**config.mk**
```make
export PLATFORM = sky130hd
export DESIGN_NAME = alu_op_sequencer
export DESIGN_NICKNAME = d
export VERILOG_FILES = /design/src/rtl/alu_op_sequencer.sv
export SDC_FILE = /design/constraint.sdc
export NUM_CORES = 1
export LEC_CHECK = 0
export ABC_AREA = 1
export BUFFER_PORTS_ARGS = -buffer_cell sky130_fd_sc_hd__buf_4
export CORE_MARGIN = 3
export CORE_UTILIZATION = 49
export DETAILED_ROUTE_END_ITERATION = 8
export PLACE_DENSITY = 0.85
export SYNTH_ARGS = -nofsm -noshare
export SYNTH_HDL_FRONTEND = slang
export SYNTH_SLANG_ARGS = --single-unit
```
**constraint.sdc**
```tcl
create_clock -name i_clk -period 4.4 [get_ports i_clk]
set_clock_uncertainty 0.05 [all_clocks]
set_input_delay 0.44 -clock i_clk [delete_from_list [all_inputs] [get_ports i_clk]]
set_output_delay 0.44 -clock i_clk [all_outputs]
set_load 0.05 [all_outputs]
```
**src/rtl/alu_op_sequencer.sv**
```systemverilog
// alu_op_sequencer: valid/ready front end for the 32-bit ALU.
// Decodes ALUOp/funct into the ALU control code, holds operands on the ALU
// for one execute cycle, captures result and zero flag into a response
// register, flags illegal encodings and counts completed responses.
// Optional feature macro: ALU_SEQ_PIPE_EN (accept a new request in the same
// cycle as the response handshake, giving a 2-cycle issue interval).
module alu_op_sequencer #(
  parameter int DATA_W = 32,
  parameter int CNT_W  = 16
) (
  input  logic              i_clk,
  input  logic              i_rst,
  input  logic              i_req_valid,
  output logic              o_req_ready,
  input  logic [1:0]        i_req_aluop,
  input  logic [5:0]        i_req_funct,
  input  logic [DATA_W-1:0] i_req_a,
  input  logic [DATA_W-1:0] i_req_b,
  output logic [DATA_W-1:0] o_alu_a,
  output logic [DATA_W-1:0] o_alu_b,
  output logic [3:0]        o_alu_ctl,
  input  logic [DATA_W-1:0] i_alu_out,
  input  logic [1:0]        i_alu_zero,
  output logic              o_rsp_valid,
  input  logic              i_rsp_ready,
  output logic [DATA_W-1:0] o_rsp_result,
  output logic              o_rsp_zero,
  output logic              o_rsp_err,
  output logic [CNT_W-1:0]  o_op_count
);

  typedef enum logic [1:0] {
    IDLE = 2'd0,
    EXEC = 2'd1,
    RESP = 2'd2
  } state_t;

  state_t              r_state, w_next;
  logic [DATA_W-1:0]   r_alu_a, r_alu_b;
  logic [3:0]          r_alu_ctl;
  logic [DATA_W-1:0]   r_rsp_result;
  logic                r_rsp_zero, r_rsp_err;
  logic [CNT_W-1:0]    r_op_count;

  logic [3:0]          w_dec_ctl;
  logic                w_dec_ok;
  logic                w_req_ready;
  logic                w_accept;
  logic                w_rsp_done;
  // Only bit 0 of the ALU zero flag carries meaning.
  logic                w_unused_zero_hi;

  assign w_unused_zero_hi = i_alu_zero[1];

  // Decode ALUOp/funct into the ALU control code and a legality flag.
  always_comb begin
    w_dec_ctl = 4'b0010;
    w_dec_ok  = 1'b1;
    unique case (i_req_aluop)
      2'b00: w_dec_ctl = 4'b0010;
      2'b01: w_dec_ctl = 4'b0110;
      2'b10: begin
        case (i_req_funct)
          6'b100000: w_dec_ctl = 4'b0010;
          6'b100010: w_dec_ctl = 4'b0110;
          6'b100100: w_dec_ctl = 4'b0000;
          6'b100101: w_dec_ctl = 4'b0001;
          6'b101010: w_dec_ctl = 4'b0111;
          default:   w_dec_ok  = 1'b0;
        endcase
      end
      default: w_dec_ok = 1'b0;
    endcase
  end

  // Ready / handshake qualifiers; RESP may accept only in the pipelined build.
  always_comb begin
    w_req_ready = 1'b0;
    case (r_state)
      IDLE: w_req_ready = 1'b1;
`ifdef ALU_SEQ_PIPE_EN
      RESP: w_req_ready = i_rsp_ready;
`else
      RESP: w_req_ready = 1'b0;
`endif
      default: w_req_ready = 1'b0;
    endcase
  end

  assign w_accept   = i_req_valid && w_req_ready;
  assign w_rsp_done = (r_state == RESP) && i_rsp_ready;

  // Next-state logic: illegal requests skip EXEC and go straight to RESP.
  always_comb begin
    w_next = r_state;
    case (r_state)
      IDLE: if (w_accept) w_next = w_dec_ok ? EXEC : RESP;
      EXEC: w_next = RESP;
      RESP: begin
        if (w_rsp_done) begin
          if (w_accept) w_next = w_dec_ok ? EXEC : RESP;
          else          w_next = IDLE;
        end
      end
      default: w_next = IDLE;
    endcase
  end

  // State register.
  always_ff @(posedge i_clk) begin
    if (i_rst) r_state <= IDLE;
    else       r_state <= w_next;
  end

  // Operand/control capture, response capture and saturating op counter.
  always_ff @(posedge i_clk) begin
    if (i_rst) begin
      r_alu_a      <= '0;
      r_alu_b      <= '0;
      r_alu_ctl    <= 4'b0010;
      r_rsp_result <= '0;
      r_rsp_zero   <= 1'b0;
      r_rsp_err    <= 1'b0;
      r_op_count   <= '0;
    end else begin
      if (w_accept) begin
        r_alu_a <= i_req_a;
        r_alu_b <= i_req_b;
        if (w_dec_ok) begin
          r_alu_ctl <= w_dec_ctl;
        end else begin
          // Illegal: respond immediately, ALU control left as it was.
          r_rsp_result <= '0;
          r_rsp_zero   <= 1'b0;
          r_rsp_err    <= 1'b1;
        end
      end
      if (r_state == EXEC) begin
        r_rsp_result <= i_alu_out;
        r_rsp_zero   <= i_alu_zero[0];
        r_rsp_err    <= 1'b0;
      end
      if (w_rsp_done && (r_op_count != {CNT_W{1'b1}}))
        r_op_count <= r_op_count + 1'b1;
    end
  end

  assign o_req_ready  = w_req_ready;
  assign o_alu_a      = r_alu_a;
  assign o_alu_b      = r_alu_b;
  assign o_alu_ctl    = r_alu_ctl;
  assign o_rsp_valid  = (r_state == RESP);
  assign o_rsp_result = r_rsp_result;
  assign o_rsp_zero   = r_rsp_zero;
  assign o_rsp_err    = r_rsp_err;
  assign o_op_count   = r_op_count;

endmodule

```
; ---- Word level (Yosys, flattened, before mapping)
; Index checks and enable logic that the tools add are counted.
[word_totals]
reg_bits = 120
latch_bits = 0
rom_bits = 0
output_inout_bits = 120
memories = 0
ramBits = 0
[op_classes]
addsub = 1
shift = 0
reduce_logical = 13
multipliers = 0
n_eq_ne = 13
n_mux = 16
n_lt_le_gt_ge = 0
bitwise = 1
div = 0
[op_table]
columns = operator, count
row1 = $mux W32, 3
row2 = $eq A6 B6 Y1 const B, 5
row3 = $add A16 B1 Y16 const B, 1
row4 = $ne A16 B16 Y1 const B, 1
row5 = $pmux W3 S4, 1
row6 = $mux W2, 4
row7 = $reduce_and A2 Y1, 4
row8 = $pmux W2 S3, 1
row9 = $pmux W3 S2, 1
row10 = $mux W1, 5
row11 = $reduce_or A5 Y1, 1
row12 = $eq A2 B1 Y1 const B, 2
row13 = $eq A2 B2 Y1 const B, 2
row14 = $logic_not A2 Y1, 2
row15 = $ne A2 B1 Y1 const B, 2
row16 = $reduce_or A2 Y1, 2
row17 = $logic_and A1 B1 Y1, 3
row18 = $ne A2 B2 Y1 const B, 1
row19 = $pmux W1 S2, 1
row20 = $reduce_bool A2 Y1, 1
row21 = $not A1 Y1, 1

; ---- Logic depth before layout (Yosys ltp)
[logic_depth]
depth_word = 8
depth_mapped = 12
ltp_nobuf = 11

; ---- Worst setup path before layout
; No wires, ideal clock.
[synth_timing]
path_type = register -> register
start = register r_op_count[0] (netlist: o_op_count[0])
end = register r_op_count[3] (netlist: o_op_count[3])
required_time_ns = 4.203
setup_slack_ns = 2.392
arrival_time_ns = 1.811
path_stages_with_launch = 10
cell_sequence = dfxtp_1 > ha_1 > nand3_2 > nor2_2 > nand3_1 > nand2_1 > buf_2 > nor2_1 > o21ai_0 > a21oi_1
[synth_via]
elab_chain_len = 2
[synth_rtl]
columns = element, line
row1 = start: declaration, 43  ; logic [CNT_W-1:0] r_op_count;
row2 = start signal: assignment, 144  ; r_op_count <= r_op_count + 1'b1;
row3 = "parallel branches: the longest is 2 deep, another holds $add A16 B1 Y16", n/a
; Several ways; the timed one is not identified.
; A chain may end at the register's enable or synchronous reset.

; ---- Worst setup path in the final report
[layout_timing]
start = register r_state[1]
end = register r_alu_b[1] (netlist: o_alu_b[1])
[layout_via]
elab_chain_len = 3
[layout_rtl]
columns = element, line
row1 = start: declaration, 38  ; state_t r_state, w_next;
row2 = start signal: assignment, 112  ; else r_state <= w_next;
row3 = $logic_not A2 Y1, 79  ; case (r_state)
row4 = $mux W1, 79
row5 = $logic_and A1 B1 Y1, 90  ; assign w_accept = i_req_valid && w_req_ready;
row6 = end signal: assignment, 128  ; r_alu_b <= i_req_b;
row7 = end: declaration, 39  ; logic [DATA_W-1:0] r_alu_a, r_alu_b;
; No other way between the ends.

==> summary.md <==
| Metric | Value |
|---|---|
| DRC violations left | `0` |
| Seq. cell area | `0.002382 sq mm` |
| Worst path most repeated cell | `nor2_1` |
| Post-synth top area share | `51.60%` |
| Reg2Reg Depth | `6` |
| Reg2Reg Setup Slack | `1.75 ns` |
| IO Count | `230` |
| Depth of the CTS H-tree | `4` |
| Multi-input logic area | `0.001961 sq mm` |
| Initial antenna violation count | `0` |
| Post-synth top cells | `nor2_1 (152), dfxtp_1 (119), nand2_1 (114)` |
| Initial drt markers | `93` |
| WP data required | `4.78 ns` |
| Tot GR Track Use | `25.10%` |
| Post-synthesis sequential area ratio | `51.60%` |
| Maximum vdd drop | `0.2899 mV` |
| Critical Path Sink Type | `flop` |
| Post-synthesis async set-or-reset flop share | `0%` |
| Max incr delay on CP | `0.75 ns` |
| DR pass1 iterations | `5` |
| PD cells | `454.0 mW/mm^2` |
| Cell variety after synth | `28` |
| Die W | `103.1 um` |
| Fin. max-slew vios | `0` |
| Chip Height | `103.1 um` |
| Largest net degree at the start of global routing | `67` |
| Max-slew headroom | `33.05%` |
| Post-synth top flop | `dfxtp_1` |
| Vias in the first global route | `4522` |
| Final hold slack | `0.1435 ns` |
| Layout area overhead | `49.11%` |
| Initial Util | `51.68%` |
| Layout cells sized above 1 | `33.02%` |
| Flops & latches, synth | `119` |
| Mapped Area | `0.004617 sq mm` |
| DP Wirelength | `9.787 mm` |
| CTS Hold Bufs | `0` |
| Clock Path Buffers | `2` |
| Post-route cell area | `0.006884 sq mm` |
| Post-Syn Instances | `615` |
| Tightest Pin Transition | `1.001 ns` |
| Die footprint | `0.01062 sq mm` |
| Clk_lat worst skew | `0.49 ns` |
| First-pass GRT wire length | `21.05 mm` |
| Max cap viols | `0` |
| Hold path depth | `3` |
| Crit path kind | `reg -> reg` |
| Syn nets | `730` |
| DP Area | `0.006306 sq mm` |
| Clk root buf | `clkbuf_8` |
| Clock sink count | `119` |
| N_diodes | `0` |
| CP Launch Type | `flop` |
| Synth warn | `0` |
| Slowest-stage cell, CP | `inv_2` |
| Clock transition at path regs | `0.06 ns` |
| LEAKAGE | `3.149 nW` |
| Count leader, synth | `nor2_1` |
| Layout Nets | `944` |
| Mean Syn Cell Area | `7.507 sq um` |
| Row cnt | `34` |
| Cell taking the most area after synthesis | `dfxtp_1` |
| Cell Chain, Critical Path | `nor2_1 -> nand2_2 -> inv_2 -> buf_4 -> nor2_1 -> nor2_1` |
| Utilization after layout | `77.06%` |
| Grt ovf | `0` |
| Placed cells | `918` |
| Core area | `0.008934 sq mm` |
| Period utilization | `60.21%` |
| Hold Crit Class | `in -> reg` |
| Status | `completed` |
| CTS-repair resized insts | `0` |
| DR WL/cell | `14.34 um` |
| TritonCTS Buffers | `17` |
| Vias | `4731` |
| WL final | `13.62 mm` |
| CTS tree | `yes` |
| Port Buffers | `227` |
| Antenna Violating Nets Remaining | `0` |
| Final Hold Vio Count | `0` |
| EDFF count, synth | `0` |
| RSZ-0062 raised after global routing | `false` |
| Setup Buffers After CTS | `0` |
| Fmax | `377.5 MHz` |
| Crit path DAT | `3.03 ns` |
| Via/cell ratio | `4.980` |
| Fillers | `660` |
| RePlAce Congestion | `0.8917` |
| Setup TNS | `0 ns` |
| Final Setup Violations | `0` |
| Fin cells | `950` |
| Min Tclk post-route | `2.649 ns` |
| Ranking of synthesized cells by area | `dfxtp_1 (52%), nor2_1 (12%), nand2_1 (9.3%), o21ai_0 (7.4%), a21oi_1 (5.1%)` |
| Crit Path Max Fanout | `66` |
[layer usage]
metal / global-route usage [%] / vias to the layer above / part of all wire (%) / wire length, um
met4: 8.765 / 0 / 1.8 / 250
met5: 0 / - / 0 / 0
met3: 10.76 / 25 / 10 / 1388
li1: - / 2382 / - / -
met2: 43.22 / 195 / 51 / 6928
met1: 27.67 / 2129 / 37 / 5054
[registers in the layout, indices dropped and copies added (netlist names)]
name          cells
o_alu_b          32
o_rsp_zero        1
o_alu_ctl         3
r_state           2
o_op_count       16
o_rsp_result     32
o_rsp_err         1
o_alu_a          32
[through the flow]
step	total power, mW	worst slack [ns]
after floorplan	1.600	2.392
after global placement	1.802	1.857
after detailed placement	1.817	1.784
after CTS	3.151	1.733
after global routing	3.250	1.464
final	3.125	1.751
[logic make-up after synthesis]
group | after synthesis | synth area share (%)
and+or+nand+nor | 302 | 26.50
AOI/OAI and AO/OA | 119 | 13.14
DFF | 119 | 51.60
buffers and inverters | 62 | 5.989
xor gates and xnor gates | 7 | 1.328
adders and majority gates | 5 | 1.355
other | 1 | 0.08122
[final timing paths]
| check | start | end |
|---|---|---|
| max | r_state[1]$_SDFFE_PP0P_ | o_alu_b[1]$_SDFFE_PP0P_ |
| min | i_req_a[16] | o_alu_a[16]$_SDFFE_PP0P_ |
| max reg2reg | r_state[1]$_SDFFE_PP0P_ | o_alu_b[1]$_SDFFE_PP0P_ |
| min reg2reg | o_rsp_result[18]$_SDFFE_PP0P_ | o_rsp_result[18]$_SDFFE_PP0P_ |
[worst max-delay path: cells and delay by family (launching register included)]
family,cells,cell delay (ns)
AND/OR/NAND/NOR,4,1.02
buffers and inverters,2,1.17
flip-flops,1,0.33
[layout by cell type, fill, tap and decap left out]
cell type | netlist | routed
nand2_1 | 114 | 113
nand3_1 | 15 | 15
xnor2_1 | 2 | 2
nand2_2 | 1 | 2
clkinv_4 | 0 | 2
buf_4 | 1 | 230
and3_1 | 1 | 1
nor2_1 | 152 | 152
nor3_1 | 4 | 4
o21ai_0 | 68 | 68
nor2_2 | 6 | 6
clkbuf_16 | 0 | 16
nand3_2 | 3 | 3
dfxtp_1 | 119 | 119
inv_6 | 0 | 3
clkbuf_1 | 22 | 1
o21ba_1 | 1 | 1
nand4_1 | 3 | 3
nor3_2 | 2 | 2
a21oi_1 | 47 | 47
o41ai_1 | 1 | 1
nand2_4 | 1 | 1
a21boi_0 | 1 | 1
ha_1 | 5 | 5
clkinvlp_4 | 0 | 5
inv_1 | 25 | 24
conb_1 | 1 | 1
inv_2 | 2 | 3
clkbuf_8 | 0 | 2
clkinv_2 | 0 | 1
xor2_1 | 5 | 5
bufinv_16 | 0 | 2
o21ai_1 | 1 | 1
[cell type report]
class	count	area share, %
sequential	119	34.61
inverter	27	1.472
tap	108	1.963
timing repair buffer	230	25.08
multi-input combinational	434	28.48
clock buffer	19	6.270
clock inverter	13	2.126
[power by group]
group | leakage, nW | total (mW) | internal, mW | switching [mW]
logic | 1.91 | 0.612 | 0.198 | 0.415
clock network | 0.267 | 1.33 | 0.826 | 0.504
registers | 0.976 | 1.18 | 1.15 | 0.0371
total | 3.15 | 3.13 | 2.17 | 0.956
Power figures use the tool's default switching activity.
